[src/rtl/mem_pkg.sv]
// Shared types and constants for the mem_initiator bus front end.
package mem_pkg;

    typedef enum logic [1:0] {
        MEM_BYTE = 2'd0,
        MEM_HALF = 2'd1,
        MEM_WORD = 2'd2
    } mem_size_e;

    typedef enum logic [1:0] {
        ST_IDLE = 2'd0,
        ST_BUS  = 2'd1,
        ST_RESP = 2'd2
    } mem_state_e;

    localparam logic [3:0] MEM_WSTRB_NONE = 4'b0000;

endpackage

[src/rtl/mem_lane.sv]
// Byte-lane steering for stores, lane extraction/extension for loads, misalign detect.
// Misalign detection only exists when MISALIGN_TRAP_EN is defined.
module mem_lane
    import mem_pkg::*;
(
    input  logic [1:0]  size,
    input  logic [1:0]  addr_lo,
    input  logic        is_signed,
    input  logic [31:0] wdata,
    input  logic [31:0] rdata,
    output logic [3:0]  wstrb,
    output logic [31:0] wdata_rep,
    output logic [31:0] rdata_ext,
    output logic        misalign
);

    logic [7:0]  byte_v;
    logic [15:0] half_v;

    assign byte_v = rdata[{addr_lo, 3'b000} +: 8];
    assign half_v = addr_lo[1] ? rdata[31:16] : rdata[15:0];

    always_comb begin
        wstrb     = 4'b1111;
        wdata_rep = wdata;
        rdata_ext = rdata;
        case (size)
            MEM_BYTE: begin
                wstrb     = 4'b0001 << addr_lo;
                wdata_rep = {4{wdata[7:0]}};
                rdata_ext = {{24{is_signed & byte_v[7]}}, byte_v};
            end
            MEM_HALF: begin
                wstrb     = addr_lo[1] ? 4'b1100 : 4'b0011;
                wdata_rep = {2{wdata[15:0]}};
                rdata_ext = {{16{is_signed & half_v[15]}}, half_v};
            end
            default: begin
                // size 3 behaves as a word access
                wstrb     = 4'b1111;
                wdata_rep = wdata;
                rdata_ext = rdata;
            end
        endcase
    end

`ifdef MISALIGN_TRAP_EN
    always_comb begin
        misalign = 1'b0;
        case (size)
            MEM_BYTE: misalign = 1'b0;
            MEM_HALF: misalign = addr_lo[0];
            default:  misalign = (addr_lo != 2'b00);
        endcase
    end
`else
    assign misalign = 1'b0;
`endif

endmodule

[src/rtl/mem_initiator.sv]
// Arbitrates fetch and load/store requests onto one memory bus, one transaction at a time.
// Define MISALIGN_TRAP_EN to trap misaligned accesses instead of silently aligning them.
module mem_initiator
    import mem_pkg::*;
(
    input  logic        clk,
    input  logic        reset,
    input  logic        fetch_valid,
    input  logic [31:0] fetch_addr,
    output logic        fetch_ready,
    output logic [31:0] fetch_rdata,
    input  logic        data_valid,
    input  logic        data_write,
    input  logic [1:0]  data_size,
    input  logic        data_signed,
    input  logic [31:0] data_addr,
    input  logic [31:0] data_wdata,
    output logic        data_ready,
    output logic [31:0] data_rdata,
    output logic        mem_valid,
    output logic        mem_instr,
    input  logic        mem_ready,
    output logic [31:0] mem_addr,
    output logic [31:0] mem_wdata,
    output logic [3:0]  mem_wstrb,
    input  logic [31:0] mem_rdata,
    output logic        trap,
    output logic [1:0]  dbg_state
);

    // Handshake: a client holds *_valid and its fields stable until its *_ready
    // pulses (one cycle) and drops the request in that cycle; on the bus,
    // mem_valid and its fields stay stable until mem_ready is sampled high.

    mem_state_e  state, state_next;
    logic        write_r, trap_r, signed_r, mem_instr_r;
    logic [1:0]  size_r, addr_lo_r;
    logic [31:0] mem_addr_r, mem_wdata_r, rdata_r;
    logic [3:0]  wstrb_r;

    logic        req;
    logic [31:0] sel_addr;
    logic [1:0]  lane_size, lane_addr_lo;
    logic        lane_signed;
    logic [3:0]  lane_wstrb;
    logic [31:0] lane_wdata, lane_rdata;
    logic        lane_misalign;

    assign req      = data_valid | fetch_valid;
    assign sel_addr = data_valid ? data_addr : fetch_addr;

    // In IDLE the lane decodes the incoming request; afterwards it decodes the captured one.
    always_comb begin
        lane_size    = size_r;
        lane_addr_lo = addr_lo_r;
        lane_signed  = signed_r;
        if (state == ST_IDLE) begin
            lane_size    = data_valid ? data_size : MEM_WORD;
            lane_addr_lo = sel_addr[1:0];
            lane_signed  = data_valid & data_signed;
        end
    end

    mem_lane u_lane (
        .size      (lane_size),
        .addr_lo   (lane_addr_lo),
        .is_signed (lane_signed),
        .wdata     (data_wdata),
        .rdata     (mem_rdata),
        .wstrb     (lane_wstrb),
        .wdata_rep (lane_wdata),
        .rdata_ext (lane_rdata),
        .misalign  (lane_misalign)
    );

    always_ff @(posedge clk or negedge reset) begin
        if (!reset) state <= ST_IDLE;
        else        state <= state_next;
    end

    always_comb begin
        state_next = state;
        case (state)
            ST_IDLE: if (req) state_next = lane_misalign ? ST_RESP : ST_BUS;
            ST_BUS:  if (mem_ready) state_next = ST_RESP;
            ST_RESP: state_next = ST_IDLE;
            default: state_next = ST_IDLE;
        endcase
    end

    always_ff @(posedge clk or negedge reset) begin
        if (!reset) begin
            write_r     <= 1'b0;
            trap_r      <= 1'b0;
            signed_r    <= 1'b0;
            mem_instr_r <= 1'b0;
            size_r      <= 2'b00;
            addr_lo_r   <= 2'b00;
            mem_addr_r  <= '0;
            mem_wdata_r <= '0;
            wstrb_r     <= MEM_WSTRB_NONE;
            rdata_r     <= '0;
        end else if (state == ST_IDLE && req) begin
            write_r     <= data_valid & data_write;
            trap_r      <= lane_misalign;
            signed_r    <= lane_signed;
            mem_instr_r <= ~data_valid;
            size_r      <= lane_size;
            addr_lo_r   <= lane_addr_lo;
            mem_addr_r  <= {sel_addr[31:2], 2'b00};
            mem_wdata_r <= (data_valid & data_write) ? lane_wdata : '0;
            wstrb_r     <= (data_valid & data_write) ? lane_wstrb : MEM_WSTRB_NONE;
            rdata_r     <= '0;
        end else if (state == ST_BUS && mem_ready) begin
            rdata_r <= write_r ? '0 : lane_rdata;
        end
    end

    assign mem_valid   = (state == ST_BUS);
    assign mem_wstrb   = mem_valid ? wstrb_r : MEM_WSTRB_NONE;
    assign mem_addr    = mem_addr_r;
    assign mem_wdata   = mem_wdata_r;
    assign mem_instr   = mem_instr_r;
    assign fetch_ready = (state == ST_RESP) &&  mem_instr_r;
    assign data_ready  = (state == ST_RESP) && !mem_instr_r;
    assign fetch_rdata = fetch_ready ? rdata_r : '0;
    assign data_rdata  = data_ready  ? rdata_r : '0;
    assign trap        = (state == ST_RESP) && trap_r;
    assign dbg_state   = state;

endmodule

[config.mk]
export PLATFORM = sky130hd
export DESIGN_NAME = mem_initiator
export DESIGN_NICKNAME = d
export VERILOG_FILES = /design/src/rtl/mem_pkg.sv /design/src/rtl/mem_lane.sv /design/src/rtl/mem_initiator.sv
export SDC_FILE = /design/constraint.sdc
export NUM_CORES = 1
export LEC_CHECK = 0
export CAP_MARGIN = 15
export CORE_MARGIN = 4
export CORE_UTILIZATION = 37
export DETAILED_ROUTE_END_ITERATION = 7
export GPL_TIMING_DRIVEN = 0
export PLACE_DENSITY = 0.81
export SETUP_SLACK_MARGIN = 0.1
export SYNTH_ARGS = -nofsm -noshare
export SYNTH_HDL_FRONTEND = slang
export SYNTH_SLANG_ARGS = --single-unit
[constraint.sdc]
create_clock -name clk -period 2.3 [get_ports clk]
set_clock_uncertainty 0.2 [all_clocks]
set_input_delay 0.23 -clock clk [delete_from_list [all_inputs] [get_ports clk]]
set_output_delay 0.23 -clock clk [all_outputs]
set_load 0.01 [all_outputs]
* Word level (Yosys, flattened, before mapping)
Index checks and enable logic that the tools add are counted.
Cells by class: equality and inequality tests 5, shift operators 2, muxes and demuxes 21, bitwise logic cells 6, reductions and logical operators 9
Operators with widths (number):
- 32-bit two-way mux | 7
- 32-bit case mux with 2 select lines | 2
- 32-bit by 6-bit indexed part select with 8-bit output | 1
- 16-bit two-way mux | 1
- 4-bit two-way mux | 3
- 2-bit two-way mux | 5
- 4-bit case mux with 2 select lines | 1
- 1-bit AND | 4
- 2-bit by 1-bit == test with 1-bit output (second input constant) | 2
- 1-bit logical AND | 4
- 2-bit zero test | 2
- 2-bit case mux with 2 select lines | 1
- 1-bit by 2-bit << shifter with 4-bit output (first input constant) | 1
- 2-bit == test (second input constant) | 1
- 2-bit by 1-bit != test with 1-bit output (second input constant) | 1
- 2-bit != test (second input constant) | 1
- 2-bit AND reduction | 1
- 2-bit nonzero test | 1
- 1-bit zero test | 1
- 1-bit two-way mux | 1
- 1-bit NOT | 1
- 1-bit bitwise OR | 1
Storage, ports and cells: register bits 107, bits of input ports 137, output and inout bits 139, logic and storage cells 53

* Depth between registers and ports, before layout
depth after elaboration 8, gate-level depth with buffers 8, gate-level depth less buffers 5

* Modules after synthesis
A second synthesis with hierarchy kept.
Unflattened totals: cells, all modules 664, area total of the unflattened synthesis 6645.1 um^2
Modules (own cells, without submodules):
- mem_initiator | times used 1, cells an instance 491, area an instance 5356.4 um^2, seq. area each 2702.6 um^2
- mem_lane | times used 1, cells an instance 173, area an instance 1288.7 um^2, seq. area each 0.0 um^2

* Worst setup path after synthesis
No wires, ideal clock.
path kind flip-flop to flip-flop, start register state[0] (netlist: dbg_state[0]), end register rdata_r[2], setup time 118 ps, arrival 2033 ps, data required time 1982 ps, setup slack -51 ps, stages on the path, launching flop included 7, buffers on the path 2, clock period less this slack 2351 ps, cells stage by stage dfrtp_1 buf_4 o21ai_0 o21a_1 buf_1 mux4_2 a21o_1
On the way: cells in the longest elaborated chain, start to end 7, elaborated cells on any way between the ends 15, those cells by class eq/ne: 2; shift: 1; mux: 7; reduce/logical: 5
RTL lines:
- start: declaration | line mem_initiator.sv:35 | mem_state_e state, state_next;
- start signal: assignment | line mem_initiator.sv:78 | else state <= state_next;
- 2-bit zero test | line mem_initiator.sv:57, mem_initiator.sv:103
- 2-bit two-way mux | line mem_initiator.sv:57 | if (state == ST_IDLE) begin
- 32-bit by 6-bit indexed part select with 8-bit output (tied with other cells) | line mem_lane.sv:20 | assign byte_v = rdata[{addr_lo, 3'b000} +: 8];
- 32-bit case mux with 2 select lines | line mem_lane.sv:27 | case (size)
- 32-bit two-way mux | line mem_initiator.sv:115 | rdata_r <= write_r ? '0 : lane_rdata;
- 32-bit two-way mux | line mem_initiator.sv:114 | end else if (state == ST_BUS && mem_ready) begin
- 32-bit two-way mux | line mem_initiator.sv:103 | end else if (state == ST_IDLE && req) begin
- end signal: assignment | line mem_initiator.sv:115
- end: declaration | line mem_initiator.sv:38 | logic [31:0] mem_addr_r, mem_wdata_r, rdata_r;
Parallel ways exist; a longest one is shown, timed or not. The select of a mux whose other input is x is not followed. A chain may end at the register's enable or synchronous reset.

* Worst setup path after layout
start register state[1] (netlist: dbg_state[1]), end register rdata_r[0]
Same word-level chain as after synthesis.

==> summary.txt <==
Cells and area
  • Area of the multi-input gates: 3050 µm²
  • # diodes: 0
  • Fillers: 1230
  • Area Growth Syn to Fin: 68.8%
  • Sequential cell area: around 2700 µm²
  • Post-route insts no fill: about 1100
  • Layout cells sized above 1: 23.4%
  • NumNets Final: 1030

Floorplanning
  • # IOs: around 280
  • Die Ht: about 130 µm
  • Starting Density: 37.5%
  • Core Area: between 15000 and 20000 µm²
  • Row count: 45
  • Die ar.: 17400 µm²
  • Die width: 132 µm

Clock tree
  • Clock buffer depth: 2
  • CTS Buf Count: 9
  • Latest clock arrival within the worst-skew pair: approximately 0.35 ns
  • Reg clk slew, reported paths: 0.07 ns
  • Clock sink count: around 110
  • Clock root cell: clkbuf_16
  • H-tree Lvls: 3
  • CTS tree: yes

Synthesis
  • Mapped Area: around 5700 µm²
  • #FFs+latches synth: roughly 110
  • Dominant cells by area after synthesis: dfrtp_1, and2_1, mux2i_1
  • Dominant cell type by area after synthesis: dfrtp_1
  • Synth async-reset ratio: 100%
  • Synth top area share: 47.1%
  • Synth cell types: 51
  • Main flop type after synthesis: dfrtp_1
  • Sequential area share after synthesis: 47.1%
  • Post-Synthesis Cells: 568
  • Synth Warn #: 0
  • Post-synth EDFFs: 0
  • Syn Area/Cell: 10.0 µm²

Placement
  • Post-DP HPWL: about 16000 µm
  • DP Worst Slack: -0.664 ns
  • Routability Congestion: 0.868
  • Buffers on Ports: 271
  • Placed insts: 1030

Drt
  • Via density: 5.52
  • Total iterations of the first detailed-routing run: 7
  • Drt wl/cell: 20.8 µm
  • Post-DRT Antenna Nets: 0
  • Post-Route WL: 22500 µm
  • Iter 0 DRT Violations: 441
  • Vias: 5987
  • # DRC: 0

Timing
  • Max Slew Vio Count: 0
  • Final min period: roughly 2.5 ns
  • Worst-Margin Slew: 0.727 ns
  • Tcrit/Tclk final: 108%
  • Final Hold Fails: 0
  • Final setup vio count: 30
  • F_max: ~0.40 GHz
  • Final WS setup: -0.181 ns
  • RSZ-0062 raised after global routing: true
  • Relative slew margins: approximately half

Worst setup path
  • Crit path DAT: 2.52 ns
  • CP peak stage delay: 0.53 ns
  • Worst-path cell chain: buf_6 > or4b_4 > o32a_1 > buf_4 > buf_6 > a22oi_1 > o21ai_0 > a21o_1
  • Buf/Inv on CP: 3
  • Reg2reg start: dbg_state[1]
  • Worst reg2reg path depth: 8
  • Reg2reg end: rdata_r[0]
  • CP max FO: 5
  • Startpoint types: flop
  • Most frequent CP cell: buf_6
  • FF-to-FF setup slack: -0.18 ns
  • Crit Path Category: flop to flop
  • Worst EP required: 2.34 ns
  • Worst-path cell with the longest stage delay: or4b_4
  • Delay-heaviest family, CP: compound AO/OA/AOI/OAI gates
  • Crit path capture type: flop

Power
  • Sw frac: 40.1%
  • Clk pwr share: 13.3%
  • Pwr Density: 1140 nW/µm²
  • Pint: 6.58 mW
  • Peak VDD IR: 0.499 mV
  • Leak: around 4.4 nW
  • Comb power frac: between 50% and 60%
  • Total power: 11.0 mW
  • Seq pwr share: roughly 30%
  • P_sw: ~4.4 mW

Run status
  • Failing checks: negative setup slack
  • Outcome: finished, violations left

Min path
  • Hold/Removal Path Class: primary input to async pin

GRT
  • Antenna violations before repair: 0
  • Total GRT Usage: 24.2%
  • First-pass GRT wire length: 33400 µm
  • Largest net degree at the start of global routing: about 70
  • Grt ovf: 0
  • Vias in the first global route: 6008

Flow run
  • Max-cap violations: 0
worst register-to-register path, stage by stage, from the launching register on:
cell and delay (ns):
dfrtp_1 0.43, buf_6 0.15, or4b_4 0.53, o32a_1 0.25, buf_4 0.16, buf_6 0.12
a22oi_1 0.22, o21ai_0 0.13, a21o_1 0.18
power groups by stage:
stage | combinational (mW) | sequential (mW) | clock (mW)
2_1_floorplan | 2.47 | 3.42 | 0
4_1_cts | 5.64 | 3.29 | 1.48
6_report | 6.18 | 3.33 | 1.46
3_3_place_gp | 5.05 | 3.27 | 0
5_1_grt | 6.60 | 3.44 | 1.56
3_5_place_dp | 5.14 | 3.28 | 0
cells in the mapped netlist (2+ instances only):
| cell | instances |
|---|---|
| and3b_1 | 2 |
| o21ai_0 | 54 |
| a221o_1 | 16 |
| nor3_1 | 4 |
| inv_1 | 4 |
| nand2_1 | 74 |
| mux2i_1 | 40 |
| o21a_1 | 2 |
| buf_1 | 3 |
| a22oi_1 | 3 |
| nor2_1 | 8 |
| nand2b_1 | 16 |
| nor2b_1 | 6 |
| a222oi_1 | 13 |
| buf_2 | 4 |
| buf_4 | 6 |
| a21oi_1 | 13 |
| o221ai_1 | 5 |
| a31oi_1 | 9 |
| o21ai_1 | 4 |
| and2_1 | 69 |
| a32oi_1 | 2 |
| dfrtp_1 | 107 |
| a22o_1 | 28 |
| buf_6 | 2 |
| nor3b_1 | 2 |
| clkbuf_1 | 34 |
| a211oi_1 | 4 |
| mux4_2 | 2 |
| a221oi_1 | 2 |
| a21o_1 | 10 |
stage by stage:
stage          cell area (µm²)  hold slack, ns  setup TNS (ns)  util, %
6_report                  9590           0.214           -1.45     63.3
3_5_place_dp              8700          0.0536          -57.16     57.5
5_1_grt                   9590           0.274           -7.06     63.3
2_1_floorplan             5730          -0.266               0        -
3_3_place_gp              8680           0.260         -419.38     57.3
4_1_cts                   9230           0.234           -1.90     61.0
how the worst max path moves through the flow:
stage | startpoint | endpoint | cells past startpoint
3_5_place_dp | fetch_valid | mem_addr[31] | 5
4_1_cts | dbg_state[0] | fetch_rdata[7] | 8
5_1_grt | dbg_state[1] | rdata_r[0] | 8
2_1_floorplan | dbg_state[1] | rdata_r[4] | 7
6_report | dbg_state[1] | rdata_r[0] | 8
3_3_place_gp | reset | mem_wdata[7] | 1
layout by cell type, fill, tap and decap left out, types with 8 or more instances in the layout:
| cell type | synthesis | layout |
|---|---|---|
| clkdlybuf4s50_1 | 0 | 199 |
| dfrtp_1 | 107 | 106 |
| nand2_1 | 74 | 70 |
| and2_1 | 69 | 57 |
| o21ai_0 | 54 | 49 |
| mux2i_1 | 40 | 39 |
| buf_2 | 4 | 37 |
| buf_6 | 2 | 35 |
| buf_4 | 6 | 29 |
| a22o_1 | 28 | 27 |
| a221o_1 | 16 | 16 |
| nand2b_1 | 16 | 16 |
| clkbuf_2 | 0 | 14 |
| a222oi_1 | 13 | 13 |
| and2_4 | 0 | 12 |
| a21oi_1 | 13 | 11 |
| dlygate4sd2_1 | 0 | 11 |
| clkbuf_16 | 0 | 10 |
| a21o_1 | 10 | 9 |
| clkbuf_1 | 34 | 8 |
layer usage:
| metal | vias up | GRT usage, % | wire length (µm) |
|---|---|---|---|
| met5 | - | 0 | 0 |
| met3 | 77 | 6.22 | 1900 |
| met2 | 343 | 41.6 | 11000 |
| li1 | 2717 | - | - |
| met4 | 0 | 10.9 | 838 |
| met1 | 2850 | 28.7 | 8750 |
area by class of cell:
class,instances,share of cell area (%)
Buffer,48,4.02
Timing Repair Buffer,313,30.8
Clock buffer,12,2.68
Sequential cell,107,27.9
Clock inverter,2,0.130
Tap cell,188,2.45
Multi-Input combinational cell,410,31.8
Inverter,4,0.157
repair_timing:
| item | 4_1_cts | 5_1_grt |
|---|---|---|
| hold buffers | 1 | 0 |
| buffers inserted | 25 | 11 |
| endpoints found under the hold margin | 39 | 0 |
| setup endpoints to repair | 175 | 166 |
| pin swaps | 9 | 19 |
| cloned | 4 | 4 |
| resized for setup | 304 | 104 |
registers in the layout, indices dropped and copies added (netlist names):
register / cells
mem_wdata: 32
rdata_r: 32
size_r: 2
addr_lo_r: 2
wstrb_r: 4
mem_addr: 30
signed_r: 1
mem_instr: 1
dbg_state: 2
write_r: 1
kinds of logic after synthesis:
kind of cell	Yosys count	synth area share [%]
AOI/OAI and AO/OA	175	22.3
and+or+nand+nor	190	18.4
buffers and inverters	53	4.25
muxes	42	7.84
DFF	107	47.1
other	1	0.0660
No activity file was read; power rests on OpenSTA's default activity.
